[src/rtl/mpu_op_scheduler_pkg.sv]
// Shared types and constants for the MPU operation scheduler.
// The matrix register file width lives here so the scheduler and
// its queue agree on how wide each packed operation is.
package mpu_op_scheduler_pkg;

    localparam int MATRIX_REG_BITS = 2;

    typedef enum logic [1:0] {
        OP_NOP   = 2'd0,
        OP_LOAD  = 2'd1,
        OP_STORE = 2'd2,
        OP_MULT  = 2'd3
    } mpu_sched_op_t;

    typedef enum logic [2:0] {
        S_IDLE,
        S_LD_WAIT,
        S_LD_XFER,
        S_ST_WAIT,
        S_ST_XFER,
        S_MU_WAIT
    } sched_state_t;

endpackage

[src/rtl/mpu_op_scheduler_fifo.sv]
// Synchronous operation queue with registered full/empty flags.
// The head entry is presented combinationally (fall-through) so the
// scheduler can inspect it for hazards before deciding to pop.
module mpu_sched_fifo #(
    parameter int WIDTH = 8,
    parameter int DEPTH = 4
) (
    input  logic             clk,
    input  logic             rst,
    input  logic             push,
    input  logic [WIDTH-1:0] wdata,
    input  logic             pop,
    output logic [WIDTH-1:0] rdata,
    output logic             full,
    output logic             empty
);

    localparam int PW = $clog2(DEPTH);
    localparam int CW = PW + 1;

    logic [WIDTH-1:0] mem [DEPTH];
    logic [PW-1:0]    wr_ptr;
    logic [PW-1:0]    rd_ptr;
    logic [CW-1:0]    count;
    logic [CW-1:0]    count_next;
    logic             do_push;
    logic             do_pop;

    assign do_push = push && !full;
    assign do_pop  = pop && !empty;
    assign rdata   = mem[rd_ptr];

    // Occupancy after this cycle; a simultaneous push and pop leaves it unchanged
    always_comb begin
        count_next = count;
        case ({do_push, do_pop})
            2'b10:   count_next = count + CW'(1);
            2'b01:   count_next = count - CW'(1);
            default: count_next = count;
        endcase
    end

    // Pointers wrap naturally because DEPTH is a power of two
    always_ff @(posedge clk or negedge rst) begin
        if (!rst) begin
            wr_ptr <= '0;
            rd_ptr <= '0;
            count  <= '0;
            full   <= 1'b0;
            empty  <= 1'b1;
        end else begin
            if (do_push) wr_ptr <= wr_ptr + PW'(1);
            if (do_pop)  rd_ptr <= rd_ptr + PW'(1);
            count <= count_next;
            full  <= (count_next == CW'(DEPTH));
            empty <= (count_next == '0);
        end
    end

    // Storage needs no reset; flushing the pointers is enough to empty the queue
    always_ff @(posedge clk) begin
        if (do_push) mem[wr_ptr] <= wdata;
    end

endmodule

[src/rtl/mpu_op_scheduler.sv]
// Queues MPU operations and issues them one at a time to the loader,
// storer and multiply dispatcher. One multiply may stay outstanding while
// independent loads and stores proceed; a scoreboard blocks register hazards.
module mpu_op_scheduler
    import mpu_op_scheduler_pkg::*;
#(
    parameter int FIFO_DEPTH = 4,
    parameter int REG_BITS   = MATRIX_REG_BITS + 1,
    parameter int NUM_REGS   = 2 ** REG_BITS,
    parameter int TIMEOUT    = 1024
) (
    input  logic                clk,
    input  logic                rst,
    input  logic                op_valid,
    output logic                op_ready,
    input  logic [1:0]          op_code,
    input  logic [REG_BITS-1:0] op_src0,
    input  logic [REG_BITS-1:0] op_src1,
    input  logic [REG_BITS-1:0] op_dest,
    output logic                load_req,
    output logic [REG_BITS-1:0] load_addr,
    input  logic                mem_load_ack,
    output logic                store_req,
    output logic [REG_BITS-1:0] store_addr,
    input  logic                mem_store_en,
    output logic                start_mult,
    output logic [REG_BITS-1:0] src_addr_0,
    output logic [REG_BITS-1:0] src_addr_1,
    output logic [REG_BITS-1:0] dest_addr,
    input  logic                disp_ack,
    input  logic                collector_finished,
    output logic [NUM_REGS-1:0] busy_regs,
    output logic                idle,
    output logic                timeout_err
);

    localparam int          EW       = 2 + 3 * REG_BITS;
    localparam logic [15:0] TMO_LAST = 16'(TIMEOUT - 1);

    sched_state_t        state;
    logic                fifo_full;
    logic                fifo_empty;
    logic [EW-1:0]       head;
    mpu_sched_op_t       head_code;
    logic [REG_BITS-1:0] head_src0;
    logic [REG_BITS-1:0] head_src1;
    logic [REG_BITS-1:0] head_dest;
    logic                hazard;
    logic                issue;
    logic                mult_out;
    logic [REG_BITS-1:0] mul_a;
    logic [REG_BITS-1:0] mul_b;
    logic [REG_BITS-1:0] mul_d;
    logic [NUM_REGS-1:0] busy_vec;
    logic [15:0]         tmo_cnt;
    logic                tmo_done;

    mpu_sched_fifo #(
        .WIDTH (EW),
        .DEPTH (FIFO_DEPTH)
    ) u_fifo (
        .clk   (clk),
        .rst   (rst),
        .push  (op_valid),
        .wdata ({op_code, op_src0, op_src1, op_dest}),
        .pop   (issue),
        .rdata (head),
        .full  (fifo_full),
        .empty (fifo_empty)
    );

    assign op_ready  = !fifo_full;
    assign head_code = mpu_sched_op_t'(head[EW-1 -: 2]);
    assign head_src0 = head[3*REG_BITS-1 -: REG_BITS];
    assign head_src1 = head[2*REG_BITS-1 -: REG_BITS];
    assign head_dest = head[REG_BITS-1:0];
    assign tmo_done  = (tmo_cnt == TMO_LAST);
    assign issue     = (state == S_IDLE) && !fifo_empty && !hazard;
    assign busy_regs = busy_vec;
    assign idle      = fifo_empty && (state == S_IDLE) && !mult_out;

    // Registers touched by the outstanding multiply
    always_comb begin
        busy_vec = '0;
        if (mult_out) begin
            busy_vec[mul_a] = 1'b1;
            busy_vec[mul_b] = 1'b1;
            busy_vec[mul_d] = 1'b1;
        end
    end

    // Head-of-queue hazard check against the pre-clear scoreboard
    always_comb begin
        hazard = 1'b0;
        case (head_code)
            OP_LOAD:  hazard = busy_vec[head_dest];
            OP_STORE: hazard = mult_out && (head_src0 == mul_d);
            OP_MULT:  hazard = mult_out;
            default:  hazard = 1'b0;
        endcase
    end

    // Issue FSM with registered handshake outputs, scoreboard and timeout
    always_ff @(posedge clk or negedge rst) begin
        if (!rst) begin
            state       <= S_IDLE;
            load_req    <= 1'b0;
            load_addr   <= '0;
            store_req   <= 1'b0;
            store_addr  <= '0;
            start_mult  <= 1'b0;
            src_addr_0  <= '0;
            src_addr_1  <= '0;
            dest_addr   <= '0;
            mult_out    <= 1'b0;
            mul_a       <= '0;
            mul_b       <= '0;
            mul_d       <= '0;
            tmo_cnt     <= '0;
            timeout_err <= 1'b0;
        end else begin
            if (collector_finished) mult_out <= 1'b0;
            case (state)
                S_IDLE: begin
                    tmo_cnt <= '0;
                    if (issue) begin
                        case (head_code)
                            OP_LOAD: begin
                                state     <= S_LD_WAIT;
                                load_req  <= 1'b1;
                                load_addr <= head_dest;
                            end
                            OP_STORE: begin
                                state      <= S_ST_WAIT;
                                store_req  <= 1'b1;
                                store_addr <= head_src0;
                            end
                            OP_MULT: begin
                                state      <= S_MU_WAIT;
                                start_mult <= 1'b1;
                                src_addr_0 <= head_src0;
                                src_addr_1 <= head_src1;
                                dest_addr  <= head_dest;
                            end
                            default: state <= S_IDLE;
                        endcase
                    end
                end
                S_LD_WAIT: begin
                    if (mem_load_ack) begin
                        state   <= S_LD_XFER;
                        tmo_cnt <= '0;
                    end else if (tmo_done) begin
                        load_req    <= 1'b0;
                        timeout_err <= 1'b1;
                        state       <= S_IDLE;
                    end else begin
                        tmo_cnt <= tmo_cnt + 16'd1;
                    end
                end
                S_LD_XFER: begin
                    if (!mem_load_ack || tmo_done) begin
                        load_req <= 1'b0;
                        state    <= S_IDLE;
                        if (mem_load_ack) timeout_err <= 1'b1;
                    end else begin
                        tmo_cnt <= tmo_cnt + 16'd1;
                    end
                end
                S_ST_WAIT: begin
                    if (mem_store_en) begin
                        state   <= S_ST_XFER;
                        tmo_cnt <= '0;
                    end else if (tmo_done) begin
                        store_req   <= 1'b0;
                        timeout_err <= 1'b1;
                        state       <= S_IDLE;
                    end else begin
                        tmo_cnt <= tmo_cnt + 16'd1;
                    end
                end
                S_ST_XFER: begin
                    if (!mem_store_en || tmo_done) begin
                        store_req <= 1'b0;
                        state     <= S_IDLE;
                        if (mem_store_en) timeout_err <= 1'b1;
                    end else begin
                        tmo_cnt <= tmo_cnt + 16'd1;
                    end
                end
                S_MU_WAIT: begin
                    if (disp_ack) begin
                        start_mult <= 1'b0;
                        mult_out   <= 1'b1;
                        mul_a      <= src_addr_0;
                        mul_b      <= src_addr_1;
                        mul_d      <= dest_addr;
                        state      <= S_IDLE;
                    end else if (tmo_done) begin
                        start_mult  <= 1'b0;
                        timeout_err <= 1'b1;
                        state       <= S_IDLE;
                    end else begin
                        tmo_cnt <= tmo_cnt + 16'd1;
                    end
                end
                default: state <= S_IDLE;
            endcase
        end
    end

endmodule

[config.mk]
export PLATFORM = sky130hd
export DESIGN_NAME = mpu_op_scheduler
export DESIGN_NICKNAME = d
export VERILOG_FILES = /design/src/rtl/mpu_op_scheduler_pkg.sv /design/src/rtl/mpu_op_scheduler_fifo.sv /design/src/rtl/mpu_op_scheduler.sv
export SDC_FILE = /design/constraint.sdc
export NUM_CORES = 1
export LEC_CHECK = 0
export ABC_AREA = 1
export CORE_MARGIN = 1
export CORE_UTILIZATION = 60
export CTS_CLUSTER_SIZE = 25
export DETAILED_ROUTE_END_ITERATION = 8
export PLACE_DENSITY = 0.86
export SLEW_MARGIN = 10
export SYNTH_ARGS = -nofsm -noshare
export SYNTH_HDL_FRONTEND = slang
export SYNTH_SLANG_ARGS = --single-unit
[constraint.sdc]
create_clock -name clk -period 5.8 [get_ports clk]
set_clock_uncertainty 0.15 [all_clocks]
set_input_delay 0.58 -clock clk [delete_from_list [all_inputs] [get_ports clk]]
set_output_delay 0.58 -clock clk [all_outputs]
set_load 0.01 [all_outputs]
# After elaboration in Yosys (flattened, before gate mapping)
# Memories as Yosys holds them, arrays and structs flattened.
# Cells that the tools add are included.
[word_totals] ff_bits=57 ramBits=44 inputBits=18 output_inout_bits=29 elab_cells=155 memories=1
[memory_table] name="u_fifo.mem" depth=4 word_bits=11 rd=1 rd_ports_with_merged_regs=0 write_ports=1 line_no="mpu_op_scheduler_fifo.sv:21" rtl="logic [WIDTH-1:0] mem [DEPTH];"
[classes] n_addsub=5 n_lt_le_gt_ge=7 eq_ne=29 muxes=56 bitwise_logic=2 reduce_logical=35
[op_table] cell="16-bit two-way mux" n=6
[op_table] cell="16-bit one-hot mux with 6 select lines" n=1
[op_table] cell="1-bit two-way mux" n=29
[op_table] cell="2-bit inequality test, second input constant" n=11
[op_table] cell="3-bit two-way mux" n=7
[op_table] cell="3-bit one-hot mux with 6 select lines" n=1
[op_table] cell="16-bit by 1-bit adder with 16-bit output, second input constant" n=1
[op_table] cell="16-bit by 10-bit equality test with 1-bit output, second input constant" n=1
[op_table] cell="3-bit by 4-bit < comparator with 1-bit output, second input constant" n=4
[op_table] cell="8-bit OR" n=2
[op_table] cell="3-bit AND reduction" n=4
[op_table] cell="6-bit AND reduction" n=2
[op_table] cell="1-bit logical AND" n=10
[op_table] cell="1-bit demux with 3-bit select" n=3
[op_table] cell="3-bit equality test, second input constant" n=3
[op_table] cell="3-bit by 1-bit >= comparator with 1-bit output, second input constant" n=3
[op_table] cell="1-bit one-hot mux with 3 select lines" n=3
[op_table] cell="3-bit one-hot mux with 3 select lines" n=1
[op_table] cell="8-bit two-way mux" n=1
[op_table] cell="2-bit by 1-bit inequality test with 1-bit output, second input constant" n=4
[op_table] cell="4-bit AND reduction" n=2
[op_table] cell="8-bit AND reduction" n=1
[op_table] cell="2-bit equality test, second input constant" n=3
[op_table] cell="3-bit by 2-bit equality test with 1-bit output, second input constant" n=2
[op_table] cell="other kinds (19)" n=29

# Depth between registers and ports, before layout
# Gate-level depths: netlist of run 1.
[depth] ltp_word=16 depth_mapped=20 mapped_depth_nobuf=19

# Cells and area by module
# From an unflattened synthesis of run 1, not the netlist that was laid out.
[unflattened] hier_cells=569 area_unflattened_um2=5087.4
[modules_own_cells] module="mpu_op_scheduler" instances=1 cells_each=406 area_each_um2=2960.3
[modules_own_cells] module="mpu_sched_fifo" instances=1 cells_each=163 area_each_um2=2127.0

# Least setup slack after synthesis of run 1
# OpenSTA, ideal clock, no wires.
[synth_path] path_kind="reg2reg" from="register u_fifo.rd_ptr[0]" to="register u_fifo.empty" arrival_ns=2.504 required_ns=5.582 slack_ns=3.078 stages_incl_launch_ff=18 path_buffers=1 period_less_slack_ns=2.722 path_cell_list="dfrtp_1 inv_2 buf_6 nand2_1 nand3_1 nand2_1 xor2_1 nand3b_1 nand2_1 nand2_1 nand3_4 inv_1 ha_1 inv_1 fa_1 o21ai_0 or2_2 nor2_1"
[synth_between] elab_chain_cells=10
[synth_rtl] item="start: declaration" line_no="mpu_op_scheduler_fifo.sv:23" rtl="logic [PW-1:0] rd_ptr;"
[synth_rtl] item="start signal: assignment" line_no="mpu_op_scheduler_fifo.sv:53" rtl="if (do_pop) rd_ptr <= rd_ptr + PW'(1);"
[synth_rtl] item="memory 4 x 11 bit (*)"
[synth_rtl] item="1-bit binary-select mux with 3-bit select or 3-bit equality test (tied branches)" line_no="mpu_op_scheduler.sv:96, mpu_op_scheduler.sv:97"
[synth_rtl] item="1-bit two-way mux (not written as such) or 1-bit logical AND (tied branches)" line_no="mpu_op_scheduler.sv:96, mpu_op_scheduler.sv:97"
[synth_rtl] item="1-bit one-hot mux with 3 select lines (*)" line_no="mpu_op_scheduler.sv:95" rtl="case (head_code)"
[synth_rtl] item="1-bit logical NOT (*)" line_no="mpu_op_scheduler.sv:78" rtl="assign issue = (state == S_IDLE) && !fifo_empty && !hazard;"
[synth_rtl] item="1-bit logical AND (*)" line_no="mpu_op_scheduler.sv:78"
[synth_rtl] item="1-bit logical AND (*)" line_no="mpu_op_scheduler_fifo.sv:30" rtl="assign do_pop = pop && !empty;"
[synth_rtl] item="via u_fifo.do_pop" line_no="mpu_op_scheduler_fifo.sv:27" rtl="logic do_pop;"
[synth_rtl] item="2-bit by 1-bit equality test with 1-bit output or 2-bit equality test (tied branches)" line_no="mpu_op_scheduler_fifo.sv:36" rtl="case ({do_push, do_pop})"
[synth_rtl] item="3-bit one-hot mux with 2 select lines (*)" line_no="mpu_op_scheduler_fifo.sv:36"
[synth_rtl] item="via u_fifo.count_next[1]" line_no="mpu_op_scheduler_fifo.sv:25" rtl="logic [CW-1:0] count_next;"
[synth_rtl] item="3-bit logical NOT (*)" line_no="mpu_op_scheduler_fifo.sv:56" rtl="empty <= (count_next == '0);"
[synth_rtl] item="end signal: assignment" line_no="mpu_op_scheduler_fifo.sv:56"
[synth_rtl] item="end: declaration" line_no="mpu_op_scheduler_fifo.sv:15" rtl="output logic empty"
# Mark *: on every way through the listed nets, which the timed path passes. The rest lies on a longest branch. The select of a mux whose other input is x is not followed.
# A chain may end at the register's enable or synchronous reset.

# Final worst setup path of run 1
[layout_path] from="register u_fifo.rd_ptr[0]" to="register u_fifo.full"
[layout_between] elab_chain_cells=10
[layout_rtl] item="memory 4 x 11 bit (*)"
[layout_rtl] item="1-bit binary-select mux with 3-bit select or 3-bit equality test (tied branches)" line_no="mpu_op_scheduler.sv:96, mpu_op_scheduler.sv:97"
[layout_rtl] item="1-bit two-way mux (not written as such) or 1-bit logical AND (tied branches)" line_no="mpu_op_scheduler.sv:96, mpu_op_scheduler.sv:97"
[layout_rtl] item="1-bit one-hot mux with 3 select lines (*)" line_no="mpu_op_scheduler.sv:95"
[layout_rtl] item="1-bit logical NOT (*)" line_no="mpu_op_scheduler.sv:78"
[layout_rtl] item="1-bit logical AND (*)" line_no="mpu_op_scheduler.sv:78"
[layout_rtl] item="1-bit logical AND (*)" line_no="mpu_op_scheduler_fifo.sv:30"
[layout_rtl] item="via u_fifo.do_pop" line_no="mpu_op_scheduler_fifo.sv:27"
[layout_rtl] item="2-bit by 1-bit equality test with 1-bit output or 2-bit equality test (tied branches)" line_no="mpu_op_scheduler_fifo.sv:36"
[layout_rtl] item="3-bit one-hot mux with 2 select lines (*)" line_no="mpu_op_scheduler_fifo.sv:36"
[layout_rtl] item="via u_fifo.count_next[2]" line_no="mpu_op_scheduler_fifo.sv:25"
[layout_rtl] item="3-bit equality test (*)" line_no="mpu_op_scheduler_fifo.sv:55" rtl="full <= (count_next == CW'(DEPTH));"
[layout_rtl] item="end signal: assignment" line_no="mpu_op_scheduler_fifo.sv:55"
[layout_rtl] item="end: declaration" line_no="mpu_op_scheduler_fifo.sv:14" rtl="output logic full,"
# Marked as above.

==> results.yml, run 1 <==
outcome:
  outcome: "finished clean"
critical_path:
  path_cells: "inv_2, nand2_1, nand3_1, nand2_1, nand2_1, nand3_1, nand3_1, nand3_1, nand3_4, inv_1, ha_1, inv_1, fa_1, a21oi_1, o21ai_0, xor2_1, inv_1, nor2_1"
  critPathMaxStageDelay_ns: 0.78
  arrival_ns: 3.78
  reg2reg_depth: 18
  critPathLaunchType: "flop"
  timing.rr.start: "u_fifo.rd_ptr[0]$_DFFE_PN0P_"
  crit_path_frequent_cell: "nand3_1"
  critPathKind: "reg2reg"
  crit_buf_inv: 4
  cpMaxStageDelayCell: "dfrtp_1"
  critPathCapture: "u_fifo.full$_DFF_PN0_"
  rrSetupSlack_ns: 2.19
  cp-end-kind: "flop"
  cp.depth: 18
  critPathLaunch: "u_fifo.rd_ptr[0]$_DFFE_PN0P_"
  required_ns: 5.98
  critical_path.top_delay_family: "simple AND/OR/NAND/NOR gates"
  cp_max_fo: 24
  timing.rr.end: "u_fifo.full$_DFF_PN0_"
clocking:
  cts.reportedPaths.clkPinSlew_ns: 0.12
  ctsResizeCount: 0
  clock-sinks: 101
  htreeDepth: 3
  cts_max_path_buffers: 2
  clk_latency_ns: 0.39
  cts.hold.buffers_added: 0
  cts_root_buf: "clkbuf_8"
  tritoncts: "yes"
  cts_setup_buffers: 0
  cts_made_buffers: 9
synth:
  ys.flop_type: "dfrtp_1"
  synth_async_sr_flop_share: 0.564
  yosysSeqAreaShare: 0.539
  ys_warn_count: 0
  yosysTopAreaCellShare: 0.275
  yosys_register_bits: 101
  synth_edf_count: 44
  netlist_area_mm2: 0.00510
  yosysUniqueCellTypes: 37
  post_synth.cell_area_avg_um2: 8.50
  synth_area_leaders: "dfrtp_1 27%, edfxtp_1 26%, nand2_1 11%"
  ys_top_cells_by_count: "149 x nand2_1, 77 x inv_1, 68 x nor2_1, 58 x nand3_1, 56 x dfrtp_1"
  synth_most_common_cell: "nand2_1"
  syn-num-nets: 625
  yosysTopAreaCell: "dfrtp_1"
  syn_inst: 600
sta:
  setup_tns_ns: 0
  setup_slack_ns: 2.19
  finalSetupViolations: 0
  rsz0062_at_grt: "false"
  post-route-period-util: 0.622
  finalHoldViolations: 0
  slew_viol_final: 0
  holdWs_ns: 0.178
  slew_headroom: 0.206
  min_period_ns: 3.61
  worst_pin_slew_ns: 1.19
  max_freq_ghz: 0.277
die:
  placementRows: 33
  die-width_um: 94.2
  core_mm2: 0.00822
  initial_core_util: 0.621
  io_pins: 47
  dieArea_mm2: 0.00887
  die_height_um: 94.2
drt:
  vias_per_cell: 5.62
  post_drt_wl_per_cell_um: 14.8
  drt_iter0_markers: 356
  drc: 0
  firstDrtPassIters: 5
  vias: 4242
  drt_wl_total_mm: 11.2
  postRouteAntennaNets: 0
power:
  power.leakage_nw: 2.57
  cellPowerDensity_mw_per_mm2: 498
  power.total_mw: 2.91
  vdd_drop_max_mv: 0.291
layout:
  drive_above_1_share: 0.0615
  nets: 670
  synthToLayoutAreaGrowth_pct: 14.5
  fin_util: 0.711
  final_cell_area_mm2: 0.00584
  nFillCells: 591
  n_antenna_cell: 0
  finalNonFillerCells: 755
place:
  dpl.hpwl_mm: 8.28
  dp.cells: 739
  place_area_mm2: 0.00562
  port_buffers: 46
  place_ws_ns: 2.24
  gp_congestion: 0.975
global_route:
  grt-ovfl-total: 0
  antenna_found_initial: 0
  gr-usage-all-layers: 0.272
  grt_pass1_wl_mm: 18.3
  grt_pass1_vias: 3964
  grt_max_degree: 58
min_path:
  hold_class: "in2async"
flow_run:
  drv_cap: 0
[how the worst min path moves through the flow]
stage | start | endpoint | slack, ns | cells after the start
floorplan | rst | dest_addr[0]$_DFFE_PN0P_ | 0.13 | 0
global placement | timeout_err$_DFFE_PN0P_ | timeout_err$_DFFE_PN0P_ | 0.31 | 2
detailed placement | timeout_err$_DFFE_PN0P_ | timeout_err$_DFFE_PN0P_ | 0.32 | 2
CTS | rst | dest_addr[1]$_DFFE_PN0P_ | 0.20 | 2
global route | rst | dest_addr[1]$_DFFE_PN0P_ | 0.25 | 2
finish | rst | src_addr_1[0]$_DFFE_PN0P_ | 0.18 | 2
[flip-flops by register name (all words and copies together) (netlist names), 2 cells and up]
name	cells
dest_addr	3
load_addr	3
mul_a	3
mul_b	3
mul_d	3
src_addr_0	3
src_addr_1	3
state	3
store_addr	3
tmo_cnt	16
u_fifo.count	3
u_fifo.mem	44
u_fifo.rd_ptr	2
u_fifo.wr_ptr	2
[power breakdown]
group / leakage, nW / internal (mW) / switching, mW / total (mW)
logic: 1.34 / 0.481 / 0.798 / 1.28
clock network: 0.114 / 0.216 / 0.283 / 0.499
registers: 1.12 / 0.953 / 0.176 / 1.13
total: 2.57 / 1.65 / 1.26 / 2.91
[layout make-up]
type	count	area [µm²]	area share
sequential	101	2750	0.471
multi-input combinational	405	1970	0.337
timing repair buffer	47	463	0.0793
inverter	81	307	0.0525
tap	105	131	0.0225
clock buffer	9	124	0.0212
clock inverter	7	100	0.0171
[metal layers]
layer / vias to the layer above / global-route usage / part of all wire
met5: - / 0 / 0
met4: 0 / 0.122 / 0.028
met3: 32 / 0.0607 / 0.068
met2: 181 / 0.431 / 0.48
met1: 1974 / 0.358 / 0.42
li1: 2055 / - / -
[cells in the final DEF (no fill, tap or decap), drive strengths merged, types with 4 or more instances in the layout]
| master | Yosys | routed |
|---|---|---|
| nand2 | 151 | 151 |
| inv | 81 | 85 |
| nor2 | 73 | 73 |
| nand3 | 59 | 59 |
| dfrtp | 56 | 56 |
| o21ai | 53 | 53 |
| clkdlybuf4s50 | 0 | 45 |
| edfxtp | 44 | 44 |
| a21oi | 19 | 19 |
| nor3 | 10 | 10 |
| clkbuf | 4 | 9 |
| xor2 | 8 | 8 |
| ha | 6 | 6 |
| o22ai | 5 | 5 |
| o31ai | 4 | 4 |
[logic make-up after synthesis]
logic type | Yosys count | share of synthesized area
flops | 101 | 0.539
compound gates | 91 | 0.104
xor+xnor | 9 | 0.0155
buf+inv | 94 | 0.0758
simple gates | 298 | 0.247
fa+ha+maj | 7 | 0.0186
Power figures use the tool's default switching activity.
==> run 2: changes to the inputs <==
--- a/config.mk
+++ b/config.mk
@@ -7,10 +7,10 @@
 export LEC_CHECK = 0
 export ABC_AREA = 1
 export CORE_MARGIN = 1
-export CORE_UTILIZATION = 60
+export CORE_UTILIZATION = 58
 export CTS_CLUSTER_SIZE = 25
 export DETAILED_ROUTE_END_ITERATION = 8
-export PLACE_DENSITY = 0.86
+export PLACE_DENSITY = 0.83
 export SLEW_MARGIN = 10
 export SYNTH_ARGS = -nofsm -noshare
 export SYNTH_HDL_FRONTEND = slang
==> constraint.sdc (replaced) <==
create_clock -name clk -period 3.6 [get_ports clk]
set_clock_uncertainty 0.15 [all_clocks]
set_input_delay 0.36 -clock clk [delete_from_list [all_inputs] [get_ports clk]]
set_output_delay 0.36 -clock clk [all_outputs]
set_load 0.01 [all_outputs]
==> results.yml, run 2 (synthesis results as in run 1) <==
global_route:
  antenna_found_initial: 0
  grt-ovfl-total: 0
  gr-usage-all-layers: 0.266
  grt_pass1_wl_mm: 18.2
  grt_max_degree: 34
  grt_pass1_vias: 4002
clocking:
  tritoncts: "yes"
  cts.hold.buffers_added: 1
  cts_root_buf: "clkbuf_8"
  htreeDepth: 3
  ctsResizeCount: 0
  clk_latency_ns: 0.37
  clock-sinks: 101
  cts.reportedPaths.clkPinSlew_ns: 0.10
  cts_max_path_buffers: 2
  cts_made_buffers: 9
  cts_setup_buffers: 0
critical_path:
  crit_buf_inv: 4
  critPathMaxStageDelay_ns: 0.40
  critPathLaunchType: "flop"
  cp-end-kind: "flop"
  required_ns: 3.76
  rrSetupSlack_ns: 0.40
  arrival_ns: 3.36
  critPathKind: "reg2reg"
  critical_path.top_delay_family: "simple AND/OR/NAND/NOR gates"
  reg2reg_depth: 19
  path_cells: "inv_2, nand2_1, nand2_1, nand2_1, nand2_2, nand2_1, nand3_1, nand3_1, nand3_1, nand3_4, inv_1, ha_1, inv_1, fa_1, a21oi_1, o21ai_0, xor2_1, inv_1, nor2_1"
  cp_max_fo: 24
  crit_path_frequent_cell: "nand2_1"
  timing.rr.start: "u_fifo.rd_ptr[0]$_DFFE_PN0P_"
  cpMaxStageDelayCell: "dfrtp_1"
  timing.rr.end: "u_fifo.full$_DFF_PN0_"
drt:
  drt_iter0_markers: 265
  postRouteAntennaNets: 0
  drc: 0
  drt_wl_total_mm: 11.1
  post_drt_wl_per_cell_um: 14.6
  vias: 4204
  vias_per_cell: 5.52
  firstDrtPassIters: 7
layout:
  layout_commonest_cell: "nand2_1"
  layout_common_cells: "149 x nand2_1, 77 x inv_1, 68 x nor2_1, 58 x nand3_1, 56 x dfrtp_1"
  nets: 677
  finalNonFillerCells: 762
  top_regs: "u_fifo.mem x44, tmo_cnt x16"
  largest_reg_flops: 44
  drive_above_1_share: 0.0700
  top_register: "u_fifo.mem"
  final_cell_area_mm2: 0.00586
  fin_util: 0.699
  synthToLayoutAreaGrowth_pct: 14.8
  nFillCells: 686
  n_antenna_cell: 0
place:
  dp.cells: 745
  dpl.hpwl_mm: 8.33
  port_buffers: 46
  place_area_mm2: 0.00566
  gp_congestion: 0.973
sta:
  max_freq_ghz: 0.313
  slew_viol_final: 0
  slew_headroom: 0.330
  min_period_ns: 3.20
  finalSetupViolations: 0
  setup_tns_ns: 0
  worst_pin_slew_ns: 1.00
  rsz0062_at_grt: "false"
  finalHoldViolations: 0
  post-route-period-util: 0.888
die:
  initial_core_util: 0.609
  dieArea_mm2: 0.00917
  io_pins: 47
  die-width_um: 95.8
  core_mm2: 0.00838
  placementRows: 33
  die_height_um: 95.8
power:
  vdd_drop_max_mv: 0.487
  power.leakage_nw: 2.59
  cellPowerDensity_mw_per_mm2: 789
min_path:
  hp-start: "timeout_err$_DFFE_PN0P_"
  hold_class: "reg2reg"
  hold_depth: 2
  holdPathEnd: "timeout_err$_DFFE_PN0P_"
outcome:
  outcome: "finished clean"
flow_run:
  drv_cap: 0
## run 2: power breakdown
part	internal [mW]	total (mW)	switching, mW
clock network	0.267	0.690	0.423
logic	0.807	2.15	1.34
registers	1.53	1.78	0.247
total	2.61	4.62	2.01
## run 2: worst max-delay path by stage
stage                            startpoint                      to  slack [ns]  cells past startpoint
6_report       u_fifo.rd_ptr[0]$_DFFE_PN0P_   u_fifo.full$_DFF_PN0_        0.40                     19
3_3_place_gp   u_fifo.rd_ptr[0]$_DFFE_PN0P_   u_fifo.full$_DFF_PN0_        0.56                     17
2_1_floorplan  u_fifo.rd_ptr[0]$_DFFE_PN0P_  u_fifo.empty$_DFF_PN1_        0.88                     17
3_5_place_dp   u_fifo.rd_ptr[1]$_DFFE_PN0P_   u_fifo.full$_DFF_PN0_        0.44                     15
4_1_cts        u_fifo.rd_ptr[0]$_DFFE_PN0P_   u_fifo.full$_DFF_PN0_        0.41                     19
5_1_grt        u_fifo.rd_ptr[0]$_DFFE_PN0P_   u_fifo.full$_DFF_PN0_        0.08                     19
## run 2: cell type report
type / count / area [µm²] / share of cell area
well taps: 105 / 131 / 0.0224
clock inverters: 7 / 62.6 / 0.0107
clock buffers: 9 / 124 / 0.0211
repair buffers: 54 / 518 / 0.0884
multi-input cells: 405 / 1970 / 0.336
inverters: 81 / 307 / 0.0523
flip-flops and latches: 101 / 2750 / 0.469
## run 2: per-layer routing
metal	part of all wire	track usage	wire length (µm)	up-vias
li1	-	-	-	2069
met1	0.42	0.334	4700	1980
met2	0.50	0.463	5600	135
met3	0.054	0.0442	605	20
met4	0.021	0.0970	236	0
met5	0	0	0	-
## run 2: worst min-delay path, stage by stage (launching register included)
cell	delay (ns)
dfrtp_1	0.36
inv_1	0.04
o31ai_1	0.05
## run 2: per-stage QoR
| stage | setup slack, ns | total power [mW] | hold slack, ns |
|---|---|---|---|
| floorplan | 0.878 | 3.26 | -0.0856 |
| finish | 0.404 | 4.62 | 0.335 |
| detailed placement | 0.436 | 3.94 | 0.315 |
| global route | 0.0810 | 4.98 | 0.363 |
| global placement | 0.562 | 3.83 | 0.312 |
| CTS | 0.411 | 4.62 | 0.340 |
